`config.mk`:
```
export PLATFORM = sky130hd
export DESIGN_NAME = serial_subtractor
export DESIGN_NICKNAME = d
export VERILOG_FILES = /design/src/rtl/serial_subtractor_pkg.sv /design/src/rtl/serial_subtractor_full_adder.sv /design/src/rtl/serial_subtractor.sv
export SDC_FILE = /design/constraint.sdc
export NUM_CORES = 1
export LEC_CHECK = 0
export CAP_MARGIN = 20
export CORE_MARGIN = 4
export CORE_UTILIZATION = 50
export CTS_CLUSTER_SIZE = 16
export DETAILED_ROUTE_END_ITERATION = 8
export HOLD_SLACK_MARGIN = 0.06
export PLACE_DENSITY = 0.87
export SYNTH_ARGS = -nofsm -noshare
export SYNTH_HDL_FRONTEND = slang
export SYNTH_SLANG_ARGS = --single-unit
```
`constraint.sdc`:
```
create_clock -name clk -period 3.55 [get_ports clk]
set_clock_uncertainty 0.05 [all_clocks]
set_input_delay 0.71 -clock clk [delete_from_list [all_inputs] [get_ports clk]]
set_output_delay 0.71 -clock clk [all_outputs]
set_load 0.01 [all_outputs]
```
`src/rtl/serial_subtractor_pkg.sv`:
```
// Shared definitions for the bit-serial subtractor: FSM encodings, default width
// and the full-adder carry function.
package serial_subtractor_pkg;

    typedef enum logic [1:0] {
        ST_IDLE = 2'd0,
        ST_RUN  = 2'd1,
        ST_DONE = 2'd2
    } state_t;

    localparam int DEFAULT_WIDTH = 4;

    function automatic logic majority(input logic x, input logic y, input logic z);
        return (x & y) | (x & z) | (y & z);
    endfunction

endpackage

```
`src/rtl/serial_subtractor_full_adder.sv`:
```
// Single-bit full-adder cell; purely combinational.
module serial_subtractor_full_adder
    import serial_subtractor_pkg::*;
(
    input  logic a,
    input  logic b,
    input  logic cin,
    output logic sum,
    output logic cout
);

    assign sum  = a ^ b ^ cin;
    assign cout = majority(a, b, cin);

endmodule

```
`src/rtl/serial_subtractor.sv`:
```
// Bit-serial a - b - bin, LSB first, computed as a + ~b + ~bin through one
// full-adder cell with a registered carry. Results hold until the next completion.
module serial_subtractor
    import serial_subtractor_pkg::*;
#(
    parameter int WIDTH = DEFAULT_WIDTH
) (
    input  logic             clk,
    input  logic             rst,
    input  logic             start,
    input  logic [WIDTH-1:0] a,
    input  logic [WIDTH-1:0] b,
    input  logic             bin,
    output logic             busy,
    output logic             done,
    output logic [WIDTH-1:0] diff,
    output logic             bout,
    output logic             ovf
);

    localparam int CNT_W = $clog2(WIDTH);

    state_t             state_r;
    logic [WIDTH-1:0]   a_sh_r;
    logic [WIDTH-1:0]   b_sh_r;
    logic [WIDTH-1:0]   res_sh_r;
    logic [CNT_W-1:0]   cnt_r;
    logic               carry_r;
    logic               nb_s;
    logic               sum_s;
    logic               cout_s;
    logic               last_s;
    logic [WIDTH-1:0]   res_next_s;

    assign nb_s       = ~b_sh_r[0];
    assign last_s     = (cnt_r == CNT_W'(WIDTH - 1));
    assign res_next_s = {sum_s, res_sh_r[WIDTH-1:1]};

    serial_subtractor_full_adder u_fa (
        .a    (a_sh_r[0]),
        .b    (nb_s),
        .cin  (carry_r),
        .sum  (sum_s),
        .cout (cout_s)
    );

    // FSM, operand/result shifters, carry, counter and registered outputs.
    always_ff @(posedge clk) begin
        if (rst) begin
            state_r  <= ST_IDLE;
            a_sh_r   <= '0;
            b_sh_r   <= '0;
            res_sh_r <= '0;
            cnt_r    <= '0;
            carry_r  <= 1'b0;
            busy     <= 1'b0;
            done     <= 1'b0;
            diff     <= '0;
            bout     <= 1'b0;
            ovf      <= 1'b0;
        end else begin
            case (state_r)
                ST_IDLE, ST_DONE: begin
                    done <= 1'b0;
                    if (start) begin
                        // Inverted borrow-in seeds the carry of a + ~b + 1.
                        a_sh_r  <= a;
                        b_sh_r  <= b;
                        carry_r <= ~bin;
                        cnt_r   <= '0;
                        busy    <= 1'b1;
                        state_r <= ST_RUN;
                    end else begin
                        busy    <= 1'b0;
                        state_r <= ST_IDLE;
                    end
                end
                ST_RUN: begin
                    a_sh_r   <= {1'b0, a_sh_r[WIDTH-1:1]};
                    b_sh_r   <= {1'b0, b_sh_r[WIDTH-1:1]};
                    res_sh_r <= res_next_s;
                    carry_r  <= cout_s;
                    cnt_r    <= cnt_r + CNT_W'(1);
                    if (last_s) begin
                        // carry_r here is the carry into the MSB.
                        diff    <= res_next_s;
                        bout    <= ~cout_s;
                        ovf     <= carry_r ^ cout_s;
                        done    <= 1'b1;
                        busy    <= 1'b0;
                        state_r <= ST_DONE;
                    end else begin
                        state_r <= ST_RUN;
                    end
                end
                default: begin
                    busy    <= 1'b0;
                    done    <= 1'b0;
                    state_r <= ST_IDLE;
                end
            endcase
        end
    end

endmodule

```
Word-level counts from Yosys, hierarchy flattened --
Index checks and enable logic that the tools add are counted.
Operators by class: bitwise logic cells 12, equality and inequality tests 5, reduce and logical (&&, ||, !) cells 6, add/subtract/negate cells 1, mux-type cells 14
Operator list (count):
- one-hot mux 4 bit (2 select lines) | 2
- 2-to-1 mux 4 bit | 2
- one-hot mux 2 bit (2 select lines) | 2
- == test 2 bit, second input constant | 2
- 2-to-1 mux 1 bit | 4
- 2-to-1 mux 2 bit | 2
- != test 2 bit, second input constant | 2
- NOT 1 bit | 4
- one-hot mux 1 bit (2 select lines) | 2
- AND reduction 2 bit | 2
- OR reduction 2 bit | 2
- AND 1 bit | 3
- bitwise XOR 1 bit | 3
- adder 2 x 1 -> 2 bit, second input constant | 1
- == test 2 x 1 -> 1 bit, second input constant | 1
- logical NOT 2 bit | 1
- bitwise OR 1 bit | 2
- nonzero test 2 bit | 1
Storage, ports and cells: output and inout bits 8, bits of input ports 12, flip-flop bits (word level) 25, logic and storage cells 49

Longest topological paths before layout --
depth after elaboration 5, depth in mapped cells 5, gate-level depth less buffers 5

Modules after synthesis --
A second synthesis with hierarchy kept.
Second synthesis, totals: cell total of the unflattened synthesis 107, area total of the unflattened synthesis 972.2 um^2
Modules (own cells, without submodules):
- serial_subtractor | cells an instance 106, area each 952.2 um^2, instances 1, sequential area each 480.5 um^2
- serial_subtractor_full_adder | cells an instance 1, area each 20.0 um^2, instances 1, sequential area each 0.0 um^2

Worst setup path after synthesis --
OpenSTA, ideal clock, no wires.
kind input-to-reg, start point input start, end point register a_sh_r[1], buffers on the path 1, stages on the path 4, slack 2.165 ns, library setup time 0.133 ns, arrival time 1.202 ns, required time 3.367 ns, cells stage by stage and2b_1 -> clkbuf_1 -> nor3_1 -> nor3_1
Between the ends: cells in the longest elaborated chain, start to end 2
RTL lines:
- start, declared | RTL line serial_subtractor.sv:10 | input logic start,
- != test 2 bit (no line)
- AND reduction 2 bit (no line)
- end signal, assigned | RTL line serial_subtractor.sv:79 | a_sh_r <= {1'b0, a_sh_r[WIDTH-1:1]};
- end, declared | RTL line serial_subtractor.sv:24 | logic [WIDTH-1:0] a_sh_r;
Every way passes these cells. A chain may end at the register's enable or synchronous reset.

Worst setup path after layout --
start point register done, end point output done
RTL lines:
- start, declared | RTL line serial_subtractor.sv:15 | output logic done,
- start signal, assigned | RTL line serial_subtractor.sv:57 | done <= 1'b0;
- start signal, assigned | RTL line serial_subtractor.sv:64 | done <= 1'b0;
- start signal, assigned | RTL line serial_subtractor.sv:89 | done <= 1'b1;
No word-level cell between the ends.

==> reports/qor.txt <==
=====================================================================================
Final period demand of the worst path                                         1.99 ns
Type of destination of the critical path                                  output port
Clock transition at the registers of the reported paths                       0.13 ns
Buffers from clock root to sink, at most                                            2
Setup bufs post-CTS                                                                 0
Number of hold-repair buffers added at the cts stage                                0
Initial DRC Count                                                                  26
Sequential area share after synthesis                                           49.2%
Area added between synthesis and finish                                         19.2%
Synth warnings                                                                      0
Routed length per placed instance                                             14.3 um
Clock network latency to the later pin of the worst-skew pair                 0.31 ns
Detail-routed via count per cell                                                 5.68
Num CTS Buffers                                                                     3
Worst path cell trace                                                    clkdlybuf4s50_1
Area of the die                                                          0.00272 mm^2
Nets@finish                                                                       135
# placed instances                                                                141
Max_cap viols                                                                       0
Sink count of the clock tree                                                       24
Total detailed-routing wirelength                                             2.07 mm
Fin crit share                                                                  55.9%
Gate count after technology mapping                                               106
Number of cells on the critical path                                                1
Root buffer cell                                                         sky130_fd_sc_hd__clkbuf_4
Synthesis-stage register bit count                                                 24
Outcome                                                                  finished clean
DP Wirelength                                                                 1.45 mm
Commonest cells after routing, fill and taps aside                       sky130_fd_sc_hd__dfxtp_1 (24), sky130_fd_sc_hd__clkdlybuf4s50_1 (19), sky130_fd_sc_hd__a21oi_1 (13)
Antenna violation net count after detailed routing                                  0
Worst endpoint required time                                                  2.79 ns
Crit-path slowest cell                                                   sky130_fd_sc_hd__clkdlybuf4s50_1
Kind of critical path                                                         reg2out
Pin count of the biggest net entering global routing                               25
Leakage power summed over all cells                                          0.405 nW
Global placement routability congestion                                         0.770
Cell class contributing the biggest share of worst-path delay            buffers and inverters
Logic gate share of total power                                                 14.9%
Cell-internal power                                                          0.382 mW
Max Transition Viols Final                                                          0
First-pass detailed-route iteration total                                           4
I/O pin count                                                                      20
Hold Crit Class                                                               reg2reg
Total nets after synthesis                                                        120
Via count of the first global-routing pass                                        799
Number of buffer and inverter stages on the critical path                           1
Most frequent standard cell in the layout excluding fill and tap cells   sky130_fd_sc_hd__dfxtp_1
Total of fill cells in the finished design                                        147
Average footprint of a synthesized cell                                     9.21 um^2
Number of gates resized after cts                                                   0
Synth cell types                                                                   25
Wire length of the first global-routing pass                                  3.37 mm
Setup repair after global routing missed its margin                                no
Crit-path max FO                                                                    2
Ratio of total power to cell area                                         441 mW/mm^2
Total Negative Setup Slacks                                                      0 ns
Peak per-stage delay on the critical path                                     0.54 ns
Setup violators final                                                               0
Cells on worst reg2reg path                                                         3
Initial core utilization                                                        54.7%
Total global routing track utilization                                          16.9%
Port bufs                                                                          19
CTS tree                                                                          yes
Peak clock frequency supported by timing                                      504 MHz
Antenna violations before repair                                                    0
Core region area                                                         0.00178 mm^2
Hold violation total from the final report                                          0
Mapped Area                                                                  976 um^2
Crit path launch type                                                        register
Highest ir drop seen on vdd                                                  0.266 mV
Die extent in y                                                               52.2 um
Maximum level of the CTS H-tree                                                     1
Fraction of layout cells with a size suffix above 1                             5.83%
Final cell count without fillers                                                  145
Sequential fraction of design power                                             57.2%
Switching pwr                                                                0.130 mW
Proportion of total power due to net switching                                  25.4%
Ant diodes                                                                          0
Floorplan die width                                                           52.2 um
Total vias in the final route                                                     823
Number of instances on the worst hold path                                          2
Number of DRC violations after detailed routing                                     0
GRT overflow                                                                        0
Slew at the pin closest to its max-slew limit                                0.852 ns
Standard-cell rows                                                                 15
Relative slew margins                                                           43.0%
Arrival time worst endpoint                                                   1.23 ns
Clk pwr share                                                                   27.9%
=====================================================================================
logic make-up after synthesis:
group	Yosys count	share of synthesized area, %
buf+inv	11	7.95
compound gates	24	15.9
flops	24	49.2
fa+ha+maj	2	3.33
mux	1	1.03
simple gates	43	21.7
xor+xnor	1	0.898
cell usage after synthesis, drive strengths merged:
master	instances	area share [%]
a211oi	1	1.3
a21oi	13	6.7
a311oi	2	2.4
and2b	2	1.5
buf	6	6.0
clkbuf	3	1.2
dfxtp	24	49
fa	1	2.1
ha	1	1.3
inv	2	0.77
mux2i	1	1.0
nand2	11	4.2
nand2b	3	2.2
nand3	9	4.6
nand3b	2	1.5
nor2	5	1.9
nor3	11	5.6
o21a	1	0.77
o22a	1	0.90
o22ai	6	3.8
xnor2	1	0.90
cell type report:
cell class	instances	area, um^2	area share [%]
Tap cell	25	31.3	2.69
Multi-Input combinational cell	71	418	35.9
Timing Repair Buffer	19	190	16.3
Clock buffer	4	36.3	3.12
Sequential cell	24	480	41.3
Inverter	2	7.51	0.645
per-layer routing:
layer	GRT usage, %	up-vias	wire length (um)
met4	12.3	0	61
met5	0	-	0
li1	-	398	-
met2	29.5	23	1100
met3	1.99	6	71
met1	18.6	396	836
through the flow:
stage / util (%) / hold WS (ns) / cell area [um^2] / power, mW / worst slack (ns)
final: 65.3 / 0.419 / 1160 / 0.513 / 1.56
after global routing: 65.3 / 0.444 / 1160 / 0.531 / 1.53
after CTS: 65.3 / 0.421 / 1160 / 0.512 / 1.57
after detailed placement: 63.2 / 0.401 / 1130 / 0.375 / 1.44
after global placement: 63.2 / 0.396 / 1130 / 0.371 / 1.47
after floorplan: - / 0.387 / 976 / 0.357 / 2.17
path summary, 6_finish.rpt:
check                         from              endpoint  slack, ns
min reg2reg       ovf$_SDFFE_PP0P_      ovf$_SDFFE_PP0P_       0.42
min               ovf$_SDFFE_PP0P_      ovf$_SDFFE_PP0P_       0.42
max              done$_SDFFE_PP0P_                  done       1.56
max reg2reg  state_r[0]$_SDFF_PP0_  diff[3]$_SDFFE_PP0P_       2.03
worst register-to-register path, stage by stage (launching register included):
cell and delay [ns]:
sky130_fd_sc_hd__dfxtp_1 0.41, sky130_fd_sc_hd__and2b_1 0.56, sky130_fd_sc_hd__a21oi_1 0.15, sky130_fd_sc_hd__a311oi_1 0.25
flip-flops by register name (all words and copies together) (netlist names):
register,cells
state_r,2
diff,4
ovf,1
done,1
busy,1
res_sh_r,3
bout,1
cnt_r,2
carry_r,1
a_sh_r,4
b_sh_r,4
power by group through the flow:
stage,combinational [mW],clock (mW),sequential (mW)
floorplan,0.0602,0,0.297
global placement,0.0727,0,0.298
detailed placement,0.0758,0,0.299
CTS,0.0765,0.143,0.293
global route,0.0843,0.152,0.295
finish,0.0763,0.143,0.293
Power figures use the tool's default switching activity.
